`config.mk`:
```
export PLATFORM = sky130hd
export DESIGN_NAME = split_reg
export DESIGN_NICKNAME = d
export VERILOG_FILES = /design/src/rtl/split_reg_pkg.sv /design/src/rtl/split_reg.sv
export SDC_FILE = /design/constraint.sdc
export NUM_CORES = 1
export LEC_CHECK = 0
export ABC_AREA = 1
export CAP_MARGIN = 40
export CORE_AREA = 2 2 204 206
export DETAILED_ROUTE_END_ITERATION = 6
export DIE_AREA = 0 0 206 208
export SLEW_MARGIN = 0
export SYNTH_ARGS = -nofsm -noshare
export SYNTH_HDL_FRONTEND = slang
export SYNTH_SLANG_ARGS = --single-unit
```
`constraint.sdc`:
```
create_clock -name clk -period 1.8 [get_ports clk]
set_input_delay 0.18 -clock clk [delete_from_list [all_inputs] [get_ports clk]]
set_output_delay 0.18 -clock clk [all_outputs]
set_load 0.01 [all_outputs]
```
`src/rtl/split_reg_pkg.sv`:
```
// -----------------------------------------------------------------------------
// split_reg_pkg
//   Shared pbus interconnect field layout used by split_reg and its users.
//
//   Request word  (REQ_W bits):  {valid, addr[31:0], wdata[31:0], wstrb[3:0]}
//   Response word (RESP_W bits): {rdata[31:0], ready}
//
//   Multi-port buses pack one word per port, port 0 in the LSBs.
// -----------------------------------------------------------------------------
package split_reg_pkg;

    localparam int ADDR_W = 32;
    localparam int DATA_W = 32;
    localparam int STRB_W = DATA_W / 8;

    // Request field offsets
    localparam int WSTRB_LSB = 0;
    localparam int WDATA_LSB = WSTRB_LSB + STRB_W;
    localparam int ADDR_LSB  = WDATA_LSB + DATA_W;
    localparam int VALID_BIT = ADDR_LSB + ADDR_W;
    localparam int REQ_W     = VALID_BIT + 1;

    // Response field offsets
    localparam int READY_BIT = 0;
    localparam int RDATA_LSB = 1;
    localparam int RESP_W    = RDATA_LSB + DATA_W;

endpackage

```
`src/rtl/split_reg.sv`:
```
// -----------------------------------------------------------------------------
// split_reg
//   Registered 1-to-N pbus splitter. A master request is latched, forwarded to
//   the slave picked by addr[P_SLAVES -: SEL_W], and the slave's read data is
//   registered before being returned to the master. Unmapped slave numbers and
//   slaves that stay silent for TIMEOUT cycles get an error response carrying
//   ERR_DATA.
//
//   Handshake: a request is a word whose valid bit is 1. The master holds it
//   until the cycle it sees ready=1 in the response word, and lowers valid in
//   the cycle after. A slave sees valid=1 with stable fields until it answers
//   with ready=1 (one cycle), or until the splitter gives up on it. The
//   splitter ignores master valid while busy, so a valid seen in IDLE is
//   always a new request.
//
// Ports
//   clk      in   system clock
//   rst      in   synchronous, active-high reset
//   m_req    in   master request  {valid, addr, wdata, wstrb}
//   m_resp   out  master response {rdata, ready}
//   s_req    out  per-slave requests, slave 0 in the LSBs
//   s_resp   in   per-slave responses, slave 0 in the LSBs
//   busy     out  transaction in flight (FWD, RESP, ERR)
//   err      out  one-cycle pulse on an unmapped or timed-out access
//   err_cnt  out  saturating count of error responses
// -----------------------------------------------------------------------------
module split_reg
    import split_reg_pkg::*;
#(
    parameter int unsigned       N_SLAVES = 4,
    parameter int unsigned       P_SLAVES = 31,
    parameter int unsigned       TIMEOUT  = 255,
    parameter logic [DATA_W-1:0] ERR_DATA = 32'hDEADBEEF
) (
    input  logic                       clk,
    input  logic                       rst,
    input  logic [REQ_W-1:0]           m_req,
    output logic [RESP_W-1:0]          m_resp,
    output logic [N_SLAVES*REQ_W-1:0]  s_req,
    input  logic [N_SLAVES*RESP_W-1:0] s_resp,
    output logic                       busy,
    output logic                       err,
    output logic [7:0]                 err_cnt
);

    localparam int SEL_W = (N_SLAVES > 1) ? $clog2(N_SLAVES) : 1;
    // The wait counter only has to reach TIMEOUT-1: the FSM leaves FWD there.
    localparam int CNT_W = (TIMEOUT > 1) ? $clog2(TIMEOUT) : 1;
    localparam logic [CNT_W-1:0] TIMEOUT_LAST = CNT_W'((TIMEOUT > 0) ? (TIMEOUT - 1) : 0);

    typedef enum logic [1:0] {
        IDLE = 2'd0,
        FWD  = 2'd1,
        RESP = 2'd2,
        ERR  = 2'd3
    } state_t;

    state_t              state_q, state_d;
    logic [SEL_W-1:0]    sel_q;
    logic [ADDR_W-1:0]   addr_q;
    logic [DATA_W-1:0]   wdata_q;
    logic [STRB_W-1:0]   wstrb_q;
    logic [DATA_W-1:0]   rdata_q;
    logic [CNT_W-1:0]    wait_q;
    logic [7:0]          err_cnt_q;

    // Master request fields
    logic                m_valid;
    logic [ADDR_W-1:0]   m_addr;
    logic [DATA_W-1:0]   m_wdata;
    logic [STRB_W-1:0]   m_wstrb;
    logic [SEL_W-1:0]    m_sel;
    logic                sel_mapped;

    assign m_valid    = m_req[VALID_BIT];
    assign m_addr     = m_req[ADDR_LSB  +: ADDR_W];
    assign m_wdata    = m_req[WDATA_LSB +: DATA_W];
    assign m_wstrb    = m_req[WSTRB_LSB +: STRB_W];
    assign m_sel      = m_addr[P_SLAVES -: SEL_W];
    assign sel_mapped = (32'(m_sel) < N_SLAVES);

    // Response of the latched slave only; other slaves' ready is never looked at.
    logic                sel_ready;
    logic [DATA_W-1:0]   sel_rdata;

    always_comb begin
        sel_ready = 1'b0;
        sel_rdata = '0;
        for (int unsigned i = 0; i < N_SLAVES; i++) begin
            if (sel_q == SEL_W'(i)) begin
                sel_ready = s_resp[i*RESP_W + READY_BIT];
                sel_rdata = s_resp[i*RESP_W + RDATA_LSB +: DATA_W];
            end
        end
    end

    // Timeout fires on the TIMEOUT-th FWD cycle; a ready in that same cycle
    // is checked first in the next-state logic and therefore wins.
    logic timeout_hit;
    assign timeout_hit = (TIMEOUT != 0) && (wait_q == TIMEOUT_LAST);

    always_comb begin
        state_d = state_q;
        case (state_q)
            IDLE: begin
                if (m_valid) state_d = sel_mapped ? FWD : ERR;
            end
            FWD: begin
                if (sel_ready)        state_d = RESP;
                else if (timeout_hit) state_d = ERR;
            end
            RESP:    state_d = IDLE;
            ERR:     state_d = IDLE;
            default: state_d = IDLE;
        endcase
    end

    always_ff @(posedge clk) begin
        if (rst) begin
            state_q   <= IDLE;
            sel_q     <= '0;
            addr_q    <= '0;
            wdata_q   <= '0;
            wstrb_q   <= '0;
            rdata_q   <= '0;
            wait_q    <= '0;
            err_cnt_q <= '0;
        end else begin
            state_q <= state_d;

            if (state_q == IDLE && m_valid) begin
                sel_q   <= m_sel;
                addr_q  <= m_addr;
                wdata_q <= m_wdata;
                wstrb_q <= m_wstrb;
                wait_q  <= '0;
            end else if (state_q == FWD) begin
                wait_q <= wait_q + CNT_W'(1);
            end

            if (state_q == FWD && sel_ready) begin
                rdata_q <= sel_rdata;
            end

            if (state_q == ERR && err_cnt_q != 8'hFF) begin
                err_cnt_q <= err_cnt_q + 8'd1;
            end
        end
    end

    // Slaves all see the latched fields; only the selected one gets valid.
    always_comb begin
        s_req = '0;
        for (int unsigned i = 0; i < N_SLAVES; i++) begin
            s_req[i*REQ_W + ADDR_LSB  +: ADDR_W] = addr_q;
            s_req[i*REQ_W + WDATA_LSB +: DATA_W] = wdata_q;
            s_req[i*REQ_W + WSTRB_LSB +: STRB_W] = wstrb_q;
            s_req[i*REQ_W + VALID_BIT]           = (state_q == FWD) && (sel_q == SEL_W'(i));
        end
    end

    always_comb begin
        m_resp = '0;
        case (state_q)
            RESP: begin
                m_resp[READY_BIT]              = 1'b1;
                m_resp[RDATA_LSB +: DATA_W]    = rdata_q;
            end
            ERR: begin
                m_resp[READY_BIT]              = 1'b1;
                m_resp[RDATA_LSB +: DATA_W]    = ERR_DATA;
            end
            default: m_resp = '0;
        endcase
    end

    assign busy    = (state_q != IDLE);
    assign err     = (state_q == ERR);
    assign err_cnt = err_cnt_q;

endmodule

```
==> out/results.tsv, run 1 <==
metric	value	unit
routed_wl	32860	um
fin_util	30.79	%
seq_area_frac_synth	31.57	%
worst_pin_slew	0.3795	ns
yosys.cell_count.top_type	buf_4	
drive_gt1_share	8.230	%
portBuffers	521	
fp.dieH	208	um
cp-startpoint	sel_q[0]	
synthTopCellsByCount	207 x buf_4, 189 x nor2_1, 165 x nand2_1, 118 x dfxtp_1	
drtPass1Iterations	4	
met1_usage	15.50	%
grt_use_met2	27.71	%
io_pins	522	
setup_slack	0.06641	ns
drv_slew	0	
die_area	42850	sq um
cts_buffer_depth	2	
fin_nets	1651	
viasPerCell	4.008	
drtAntennaViolNets	0	
syn_area	7482	sq um
r2r_slack	0.22	ns
pwr-share-seq	32.1	%
fmax	0.5768	GHz
reg2reg_to	rdata_q[23]	
synth.area.top_cells	dfxtp_1 32%, buf_4 21%, nor2_1 9.5%	
synth_top_area_cell	dfxtp_1	
fin_crit_sh	96.31	%
async_flop_share	0	%
min_path_type	primary input to register	
ys.flop_type	dfxtp_1	
end_kind	primary output	
busiest_layer	met2	
synth_edf_count	0	
reg2regPathDepth	7	
cts_buffers	17	
hpwl	26850	um
rsz0062_at_grt	true	
drc_errors	0	
htreeDepth	4	
clockPowerShare	32.2	%
synth.distinct_cells	27	
drt_first_iter_violations	295	
worstPathRequired	1.62	ns
netlist.area_leader.share	31.57	%
finClkSkew	0.008345	ns
outcome	finished clean	
synth_fp_nets	1338	
grt-ovfl-total	0	
antennaDiodeCount	0	
vdd_ir_drop_max	0.3932	mV
finalInstanceArea	12490	sq um
yosysWarnings	0	
maxCapViolations	0	
area_growth	66.89	%
combPwrFrac	35.7	%
fin_crit	1.734	ns
critPathCapture	s_req[135]	
hold_buffers	0	
row_count	74	
place_area	11910	sq um
synth_seq_cells	118	
r2r_start	sel_q[1]	
grt_pass1_wl	47290	um
path_clk_slew	0.06	ns
power_leakage	5.164	nW
cp_max_fo	7	
gp_congestion	0.8775	
core	40550	sq um
cp.arrival	1.55	ns
met3_usage	4.151	%
fin_tns_setup	0	ns
switching_power	3.356	mW
vias	7976	
whs	0.3718	ns
critPathLaunchType	register	
grt_usage	14.93	%
power_density	791.4	nW/um^2
swShare	33.96	%
setup_viol	0	
internal_power	6.526	mW
clk_latency	0.43	ns
place_ws	-0.03210	ns
synthCells	1132	
cts_tree	yes	
die_x	206	um
path_class	register to primary output	
routedWlPerCell	16.51	um
cts_root_buffer	clkbuf_16	
fill_cells	4429	
syn_avg_cell_area	6.610	sq um
initial_core_util	18.45	%
antenna_found_initial	0	
grt_start_max_net_pins	67	
cts_sinks	118	
grt_pass1_vias	7690	
hold_violations	0	
slew_headroom	74.61	%
[per-layer routing]
layer | vias to the layer above | part of all wire [%]
met4 | 0 | 3.3
met5 | - | 0
met1 | 3603 | 37
li1 | 3971 | -
met3 | 31 | 7.7
met2 | 371 | 52
[flip-flops by register name, summed over array words and instances, names as in the netlist]
name,flops
state_q,2
err_cnt,8
wstrb_q,4
rdata_q,32
wdata_q,32
wait_q,8
addr_q,30
sel_q,2
[power by group through the flow]
stage	clock (mW)	sequential (mW)	combinational (mW)
after floorplan	0	3.17	1.90
after global placement	0	3.22	3.55
after detailed placement	0	3.23	3.57
after CTS	3.35	3.17	3.59
after global routing	3.46	3.21	3.81
final	3.18	3.17	3.53
[worst max-delay path, stage by stage (launching register included)]
cell and delay [ns]:
dfxtp_4 0.43, buf_4 0.17, clkdlybuf4s50_1 0.53
[per-stage QoR]
stage / cells / total power, mW
floorplan: 1132 / 5.077
global placement: 1955 / 6.774
detailed placement: 1955 / 6.799
CTS: 1990 / 10.11
global route: 1990 / 10.48
finish: 1990 / 9.883
[worst min-delay path by stage]
stage | startpoint | to | slack (ns) | cells after the start
2_1_floorplan | rst | err_cnt[3] | 0.25 | 1
3_3_place_gp | wait_q[5] | wait_q[5] | 0.45 | 2
3_5_place_dp | wait_q[5] | wait_q[5] | 0.46 | 2
4_1_cts | m_req[17] | wdata_q[13] | 0.34 | 3
5_1_grt | m_req[32] | wdata_q[28] | 0.36 | 3
6_report | m_req[25] | wdata_q[21] | 0.37 | 3
[area by class of cell]
type                       instances  area, sq um  share of cell area, %
sequential                       118         2374                  19.01
inverter                          91        352.8                  2.826
clock inverter                    15        121.4                 0.9719
multi-input combinational        659         2998                  24.01
clock buffer                      17        425.4                  3.407
tap                              532        665.6                  5.331
timing repair buffer             558         5550                  44.45
[cell usage in the layout, fill, tap and decap left out, types with 3 or more instances in the layout]
master           count
clkdlybuf4s50_1    472
nand2_1            163
dlygate4sd2_1       32
clkbuf_2             3
or2_2               19
o21ai_0            106
buf_4               29
dfxtp_2              3
inv_1               82
inv_6                5
clkinv_2             3
nand3_1            106
a21oi_1             37
nand4_1              4
clkbuf_16           17
nor2_1             188
nor3_1               5
ha_1                 3
dfxtp_1            113
buf_12               8
or2_0               14
inv_2                5
dlymetal6s2s_1       3
clkinv_4             4
clkinvlp_4           4
clkdlybuf4s15_2      4
clkdlybuf4s15_1      7
[cell families (layout without fill, tap and decap cells)]
logic type / count (synthesis) / in the layout / share of synthesized area [%]
flip-flops: 118 / 118 / 31.57
AND/OR/NAND/NOR: 509 / 509 / 29.18
buffers and inverters: 355 / 681 / 28.81
adder cells (fa/ha/maj): 3 / 3 / 0.5017
AO/OA/AOI/OAI: 145 / 145 / 9.699
XOR/XNOR: 2 / 2 / 0.2342
[repair_timing]
action | in CTS | in global routing
setup endpoints to repair | 49 | 13
buffers inserted | 3 | 1
resized for setup | 69 | 20
(Power assumes the default switching activity.)
==> inputs of run 2 (changes only) <==
Settings changed: PLACE_DENSITY_LB_ADDON from default to 0.05.
==> out/results.tsv, run 2 (synthesis gave the netlist of run 1 again) <==
metric	value	unit	change
outcome	finished clean		unchanged
worstPathCellList	clkdlybuf4s50_1		was buf_4 -> clkdlybuf4s50_1
cts_sinks	118		unchanged
critPathMaxStageDelay	0.67	ns	was 0.53 ns
drtPass1Iterations	5		was 4
drive_gt1_share	8.809	%	was 8.230%
worstPathRequired	1.62	ns	about the same
hold_buffers	0		unchanged
fin_crit	1.722	ns	was 1.734 ns
row_count	74		unchanged
core	40550	sq um	unchanged
fp.dieH	208	um	unchanged
clockPowerShare	37.8	%	was 32.2%
drv_slew	0		unchanged
path_clk_slew	0.06	ns	about the same
antenna_found_initial	2		was 0
finClkSkew	0.007862	ns	was 0.008345 ns
whs_endpoint	wdata_q[0]		was wdata_q[21]
grt-ovfl-total	0		unchanged
swShare	30.10	%	was 33.96%
pwr-share-seq	29.3	%	was 32.1%
cp.arrival	1.54	ns	was 1.55 ns
drc_errors	0		unchanged
power_density	848.5	nW/um^2	was 791.4 nW/um^2
cts_buffer_depth	2		unchanged
cts_root_buffer	clkbuf_16		unchanged
rsz0062_at_grt	false		was true
layout_common_cells	482 x clkdlybuf4s50_1, 188 x nor2_1, 162 x nand2_1		was 472 x clkdlybuf4s50_1, 188 x nor2_1, 163 x nand2_1
maxCapViolations	0		unchanged
reg2reg_to	rdata_q[24]		was rdata_q[23]
cp_max_fo	5		was 7
fmax	0.5807	GHz	was 0.5768 GHz
grt_start_max_net_pins	74		was 67
cts_buffers	17		unchanged
cp_top_family	buffers and inverters		unchanged
grt_pass1_wl	48810	um	was 47,290 um
clk_latency	0.42	ns	was 0.43 ns
hpwl	26520	um	was 26,850 um
switching_power	3.206	mW	was 3.356 mW
power_leakage	5.146	nW	was 5.164 nW
worst_pin_slew	0.3957	ns	was 0.3795 ns
fin_crit_sh	95.67	%	was 96.31%
vias	7722		was 7,976
largestRegisters	rdata_q: 32 flops, wdata_q: 32 flops, addr_q: 30 flops		unchanged
vdd_ir_drop_max	0.4989	mV	was 0.3932 mV
hp-start	m_req[4]		was m_req[25]
whs	0.3811	ns	was 0.3718 ns
antennaDiodeCount	0		unchanged
crit_buf_inv	1		was 2
r2r_slack	0.18	ns	was 0.22 ns
internal_power	7.444	mW	was 6.526 mW
portBuffers	521		unchanged
die_x	206	um	unchanged
totalPowerFinal	10.65	mW	was 9.883 mW
critPathLaunchType	register		unchanged
hold_violations	0		unchanged
reg2regPathDepth	9		was 7
seq_area	2370	sq um	was 2374 sq um
holdPathStages	3		unchanged
crit_slowest_cell	clkdlybuf4s50_1		unchanged
gp_congestion	0.7274		was 0.8775
area_growth	67.74	%	was 66.89%
r2r_start	sel_q[1]		unchanged
die_area	42850	sq um	unchanged
slew_headroom	73.62	%	was 74.61%
setup_viol	0		unchanged
io_pins	522		unchanged
drt_first_iter_violations	281		was 295
crit_cells	1		was 2
routed_wl	33580	um	was 32,860 um
viasPerCell	3.890		was 4.008
fill_cells	4433		was 4,429
routedWlPerCell	16.92	um	was 16.51 um
cts_tree	yes		unchanged
fin_nets	1646		was 1,651
htreeDepth	4		unchanged
multiInputGateArea	2995	sq um	was 2998 sq um
fin_util	30.95	%	was 30.79%
end_kind	primary output		unchanged
grt_usage	15.21	%	was 14.93%
grt_pass1_vias	7432		was 7,690
final_common_cell	clkdlybuf4s50_1		unchanged
combPwrFrac	33.0	%	was 35.7%
fin_tns_setup	0	ns	unchanged
min_path_type	primary input to register		unchanged
path_class	register to primary output		unchanged
drtAntennaViolNets	0		unchanged
initial_core_util	18.45	%	unchanged
## run 2: stage by stage
stage	worst slack, ns	cell area [sq um]	cells
2_1_floorplan	0.3224	7482	1132
3_3_place_gp	0.1213	11890	1950
3_5_place_dp	0.09804	11890	1950
4_1_cts	0.0007319	12610	1985
5_1_grt	0.0004873	12550	1985
6_report	0.07797	12550	1985
## run 2: worst max path at each step
stage / from / endpoint
global route: state_q[1] / m_resp[11]
global placement: state_q[1] / m_resp[30]
CTS: wdata_q[16] / s_req[89]
floorplan: sel_q[1] / rdata_q[22]
finish: wdata_q[16] / s_req[89]
detailed placement: state_q[1] / m_resp[9]
## run 2: final cells by class
class                      count  share of cell area [%]
clock buffer                  21                   3.669
clock inverter                11                   1.755
inverter                      91                   2.732
multi-input combinational    659                   23.87
sequential                   118                   18.88
tap                          532                   5.304
timing repair buffer         553                   43.79
## run 2: timing repair
item | CTS | global route
hold endpoints to repair | 0 | 0
gates cloned | 1 | 0
pin swaps | 0 | 0
resized for setup | 45 | 38
endpoints found under the setup margin | 44 | 21
setup buffers | 2 | 0
## run 2: power by group through the flow
stage	sequential [mW]	combinational (mW)	clock, mW
2_1_floorplan	3.17	1.90	0
3_3_place_gp	3.18	3.57	0
3_5_place_dp	3.20	3.55	0
4_1_cts	3.13	3.59	4.20
5_1_grt	3.16	3.84	4.31
6_report	3.12	3.51	4.02
## run 2: per-layer routing
layer	GRT usage, %	vias up	part of all wire, %
met2	27.73	296	51
li1	-	3960	-
met4	2.660	2	0.49
met5	0	-	0.039
met1	16.65	3453	39
met3	5.984	11	9.5
==> variant 1: new RTL, settings of run 2 <==
Set the parameter `TIMEOUT` to 510 (it was 255).
--- a/src/rtl/split_reg.sv
+++ b/src/rtl/split_reg.sv
@@ -29,7 +29,7 @@
 #(
     parameter int unsigned       N_SLAVES = 4,
     parameter int unsigned       P_SLAVES = 31,
-    parameter int unsigned       TIMEOUT  = 255,
+    parameter int unsigned       TIMEOUT  = 510,
     parameter logic [DATA_W-1:0] ERR_DATA = 32'hDEADBEEF
 ) (
     input  logic                       clk,
Behaviour: same outputs for any inputs over 4 cycles, from zero or initial values and one cycle with rst high; that may be too few to reach the edited logic, so the function may still have changed.
==> variant 1 against run 2 <==
  * Fmax down 0.77%
  * Non-clock buffer count increased by 6
  * Combinational power rose by 3%
  * Setup slack lost 13 ps
  * Die area stayed put
  * Total power down 5.5%
  * Synthesized area grew 1.9%
  * First-iteration DRC count increased by 0.36%
  * Cell area rose by 1.4%
  * Clock power fell by 19%
  * Sequential cell count rose by 1
  * Routed wire length increased by 6.6%
  * Largest power group is now combinational cells
  * Highest routed layer is now met4
==> variant 1: results (changes against run 2) <==
status: complete, no violations (unchanged)
HPWL after DPL: 27300 µm (was 26500 µm)
XOR/XNOR Fraction of Synth Area: 0.804% (was 0.234%)
initial antenna violation count: 1 (was 2)
sequential share of the synthesized area: 31.2% (was 31.6%)
unique cell type count in the Yosys netlist: 29 (was 27)
Placer Congestion: 0.763 (was 0.727)
GRT Util Overall: 16.5% (was 15.2%)
CP arrival: 1560 ps (was 1540 ps)
Synth warnings: 0 (unchanged)
DR WL/cell: 18.0 µm (was 16.9 µm)
Max IR drop VDD: 0.448 mV (was 0.499 mV)
Synth Area in Compound Gates: 9.38% (was 9.70%)
met2 wire length: 18100 µm (was 17300 µm)
met2 usage: 29.0% (was 27.7%)
synth cell count leaders: buf_4 (207), nor2_1 (184), nand2_1 (164) (was buf_4 (207), nor2_1 (189), nand2_1 (165))
CTS resizes: 52 (was 45)
CP max FO: 13 (was 5)
vias in the first global route: 7966 (was 7432)
met1 usage: 20.1% (was 16.6%)
Nets: 1654 (was 1646)
synth-to-layout area growth: 66.8% (was 67.7%)
syn nets: 1340 (was 1338)
switching power total: 0.00323 W (was 0.00321 W)
clock skew: 9.47 ps (was 7.86 ps)
Pre-Repair DR Iteration Count: 4 (was 5)
met3 Use GR: 3.87% (was 5.98%)
measured slew at the worst slew-check pin: 346 ps (was 396 ps)
pin count of the biggest net entering global routing: 49 (was 74)
share of layout cells above drive strength 1: 6.99% (was 8.81%)
top cells by area, synth: dfxtp_1 (31%), buf_4 (20%), nor2_1 (9.1%), nand2_1 (8.1%), nand3_1 (6.8%) (was dfxtp_1 (32%), buf_4 (21%), nor2_1 (9.5%), nand2_1 (8.3%), nand3_1 (7.1%))
first-pass GRT wire length: 52300 µm (was 48800 µm)
area share of fa/ha/maj cells after synthesis: 0.492% (was 0.502%)
met3 WL: 2030 µm (was 3200 µm)
Leak: 5.30 nW (was 5.15 nW)
via/cell ratio: 3.95 (was 3.89)
Iter 0 DRT Violations: 282 (was 281)
==> variant 1: changes by cell type in the layout (fill, tap and decap cells not counted), sizes merged, moves of 2 or more <==
cell         before  now
bufbuf            1    4
xor2              1    5
dlygate4sd2      14   34
nand3           107  104
nor2            191  188
bufinv            6    1
a21oi            39   37
clkbuf           38   23
nand4             5    8
==> variant 1: power groups by stage <==
stage	Combinational, W	Clock [W]	Sequential (W)
finish	0.00363	0.00326	0.00317
global route	0.00393	0.00351	0.00322
CTS	0.00370	0.00340	0.00319
detailed placement	0.00360	0	0.00324
global placement	0.00363	0	0.00323
floorplan	0.00193	0	0.00320
==> variant 1: cell type report <==
type	instances	area, µm²
Fill cell	4390	27800
Timing Repair Buffer	559	5700
Multi-Input combinational cell	659	3060
Sequential cell	119	2400
Tap cell	532	666
Clock buffer	22	474
Inverter	92	349
Clock inverter	8	75.1
Antenna cell	1	2.50
==> variant 1: worst paths after layout <==
check	start	endpoint	slack [ps]	cells after the start
max	sel_q[1]$_SDFFE_PP0P_	s_req[67]	60	2
max reg2reg	state_q[0]$_SDFFE_PP0P_	wdata_q[6]$_SDFFE_PP0P_	200	8
min reg2reg	err_cnt[5]$_SDFFE_PP0P_	err_cnt[5]$_SDFFE_PP0P_	490	2
min	m_req[5]	wdata_q[1]$_SDFFE_PP0P_	340	3
==> variant 1: through the flow <==
step / setup WS (ps) / instance area (µm²) / instances
6_report: 64.5 / 12700 / 1992
5_1_grt: 1.66 / 12700 / 1992
4_1_cts: 2.99 / 12700 / 1990
3_5_place_dp: 105 / 12000 / 1954
3_3_place_gp: 126 / 12000 / 1954
2_1_floorplan: 402 / 7630 / 1134
==> variant 1: worst max-delay path, stage by stage, from the launching register on <==
cell             delay [ps]
dfxtp_4                 420
buf_12                  160
clkdlybuf4s50_1         540
==> variant 2: new RTL, flow settings as in run 2 <==
Without the edit above. Make the reset (`rst`) asynchronous in one clocked block. Comments in the files are not updated.
--- a/src/rtl/split_reg.sv
+++ b/src/rtl/split_reg.sv
@@ -115,7 +115,7 @@
         endcase
     end
 
-    always_ff @(posedge clk) begin
+    always_ff @(posedge clk or posedge rst) begin
         if (rst) begin
             state_q   <= IDLE;
             sel_q     <= '0;
Function: differs if rst is asserted again (counterexample within 4 cycles, from zero or initial values and one cycle with rst high); with rst held inactive, the same outputs for 4 cycles.
==> variant 2 against run 2 <==
  * The run now ends with negative setup slack left
  * Synthesized area is 2.5% higher
  * Cell area is 2.4% higher
  * Critical endpoint is now m_resp[27]
  * Register-to-register slack worse by 90 ps
  * Fmax is 9.8% lower
  * Sequential cell count stayed put
  * Routed wire length is 2.9% lower
  * Non-clock buffer count is 13 higher
  * Critical path depth is 3 higher
  * Setup slack worse by 190 ps
Power is not compared: it rests on default switching activity, and its combinational part moved more than twofold at a synthesized area within 25%.
==> variant 2: results (changes against run 2) <==
CP arrival: 1730 ps (was 1540 ps)
Post-synth ARST share: 100% (was 0%)
Critical R2R Launch: sel_q[1]$_DFFE_PP0P_ (was sel_q[1]$_SDFFE_PP0P_)
setup TNS: -319 ps (was 0 ps)
clock skew: 10.5 ps (was 7.86 ps)
met3 WL: 2400 µm (was 3200 µm)
slack of the critical path: -109 ps (was 78.0 ps)
CP Launch Point: state_q[1]$_DFFE_PP0P_ (was wdata_q[16]$_SDFFE_PP0P_)
GRT Util Overall: 14.8% (was 15.2%)
Nets: 1563 (was 1646)
top_reg_cell synth: dfrtp_1 (was dfxtp_1)
CTS resizes: 39 (was 45)
max incr delay on CP: 530 ps (was 670 ps)
WL met1: 13200 µm (was 13000 µm)
initial antenna violation count: 4 (was 2)
Multi-In Gates: 619 (was 659)
HP Class: in -> async (was in -> reg)
DR top layer: met4 (was met5)
worst flop-to-flop path endpoint: rdata_q[26]$_DFFE_PP0P_ (was rdata_q[24]$_SDFFE_PP0P_)
DR WL/cell: 17.1 µm (was 16.9 µm)
top cells by area, synth: dfrtp_1 (39%), buf_4 (21%), nand2_1 (19%), nand3_1 (9.1%), nand4_1 (2.8%) (was dfxtp_1 (32%), buf_4 (21%), nor2_1 (9.5%), nand2_1 (8.3%), nand3_1 (7.1%))
Synth Area in Compound Gates: 1.14% (was 9.70%)
setup violators final: 3 (was 0)
first-pass GRT wire length: 48100 µm (was 48800 µm)
met3 Use GR: 4.07% (was 5.98%)
Placer Congestion: 0.769 (was 0.727)
Inverters: 35 (was 91)
status: complete, but fails checks (was complete, no violations)
sequential share of the synthesized area: 38.5% (was 31.6%)
FILL cells: 4301 (was 4433)
sequential cell count: 118 (unchanged)
Placed Area: 12000 µm² (was 11900 µm²)
failing checks: negative setup slack
unique cell type count in the Yosys netlist: 31 (was 27)
==> variant 2: changes by cell type in the layout (fill, tap and decap cells not counted), moves of 30 or more <==
cell,delta
nor2_1,-175
nand2_1,+229
nand4_1,+30
o21ai_0,-95
nand3_1,+33
dfrtp_1,+114
inv_1,-55
dfxtp_1,-114
a21oi_1,-35
==> variant 2: how the worst max path moves through the flow <==
stage	endpoint	cells past startpoint	slack, ps
2_1_floorplan	addr_q[0]$_DFFE_PP0P_	1	180
3_3_place_gp	s_req[137]	3	-30
3_5_place_dp	s_req[137]	3	-20
4_1_cts	m_resp[27]	4	-260
5_1_grt	m_resp[20]	4	-190
6_report	m_resp[27]	4	-110
==> variant 2: power by group through the flow <==
stage	combinational [W]	clock, W	sequential (W)
after detailed placement	0.0145	0	0.00540
after CTS	0.0146	0.00383	0.00533
after floorplan	0.00842	0	0.00521
final	0.0145	0.00368	0.00525
after global routing	0.0157	0.00392	0.00550
after global placement	0.0146	0	0.00536
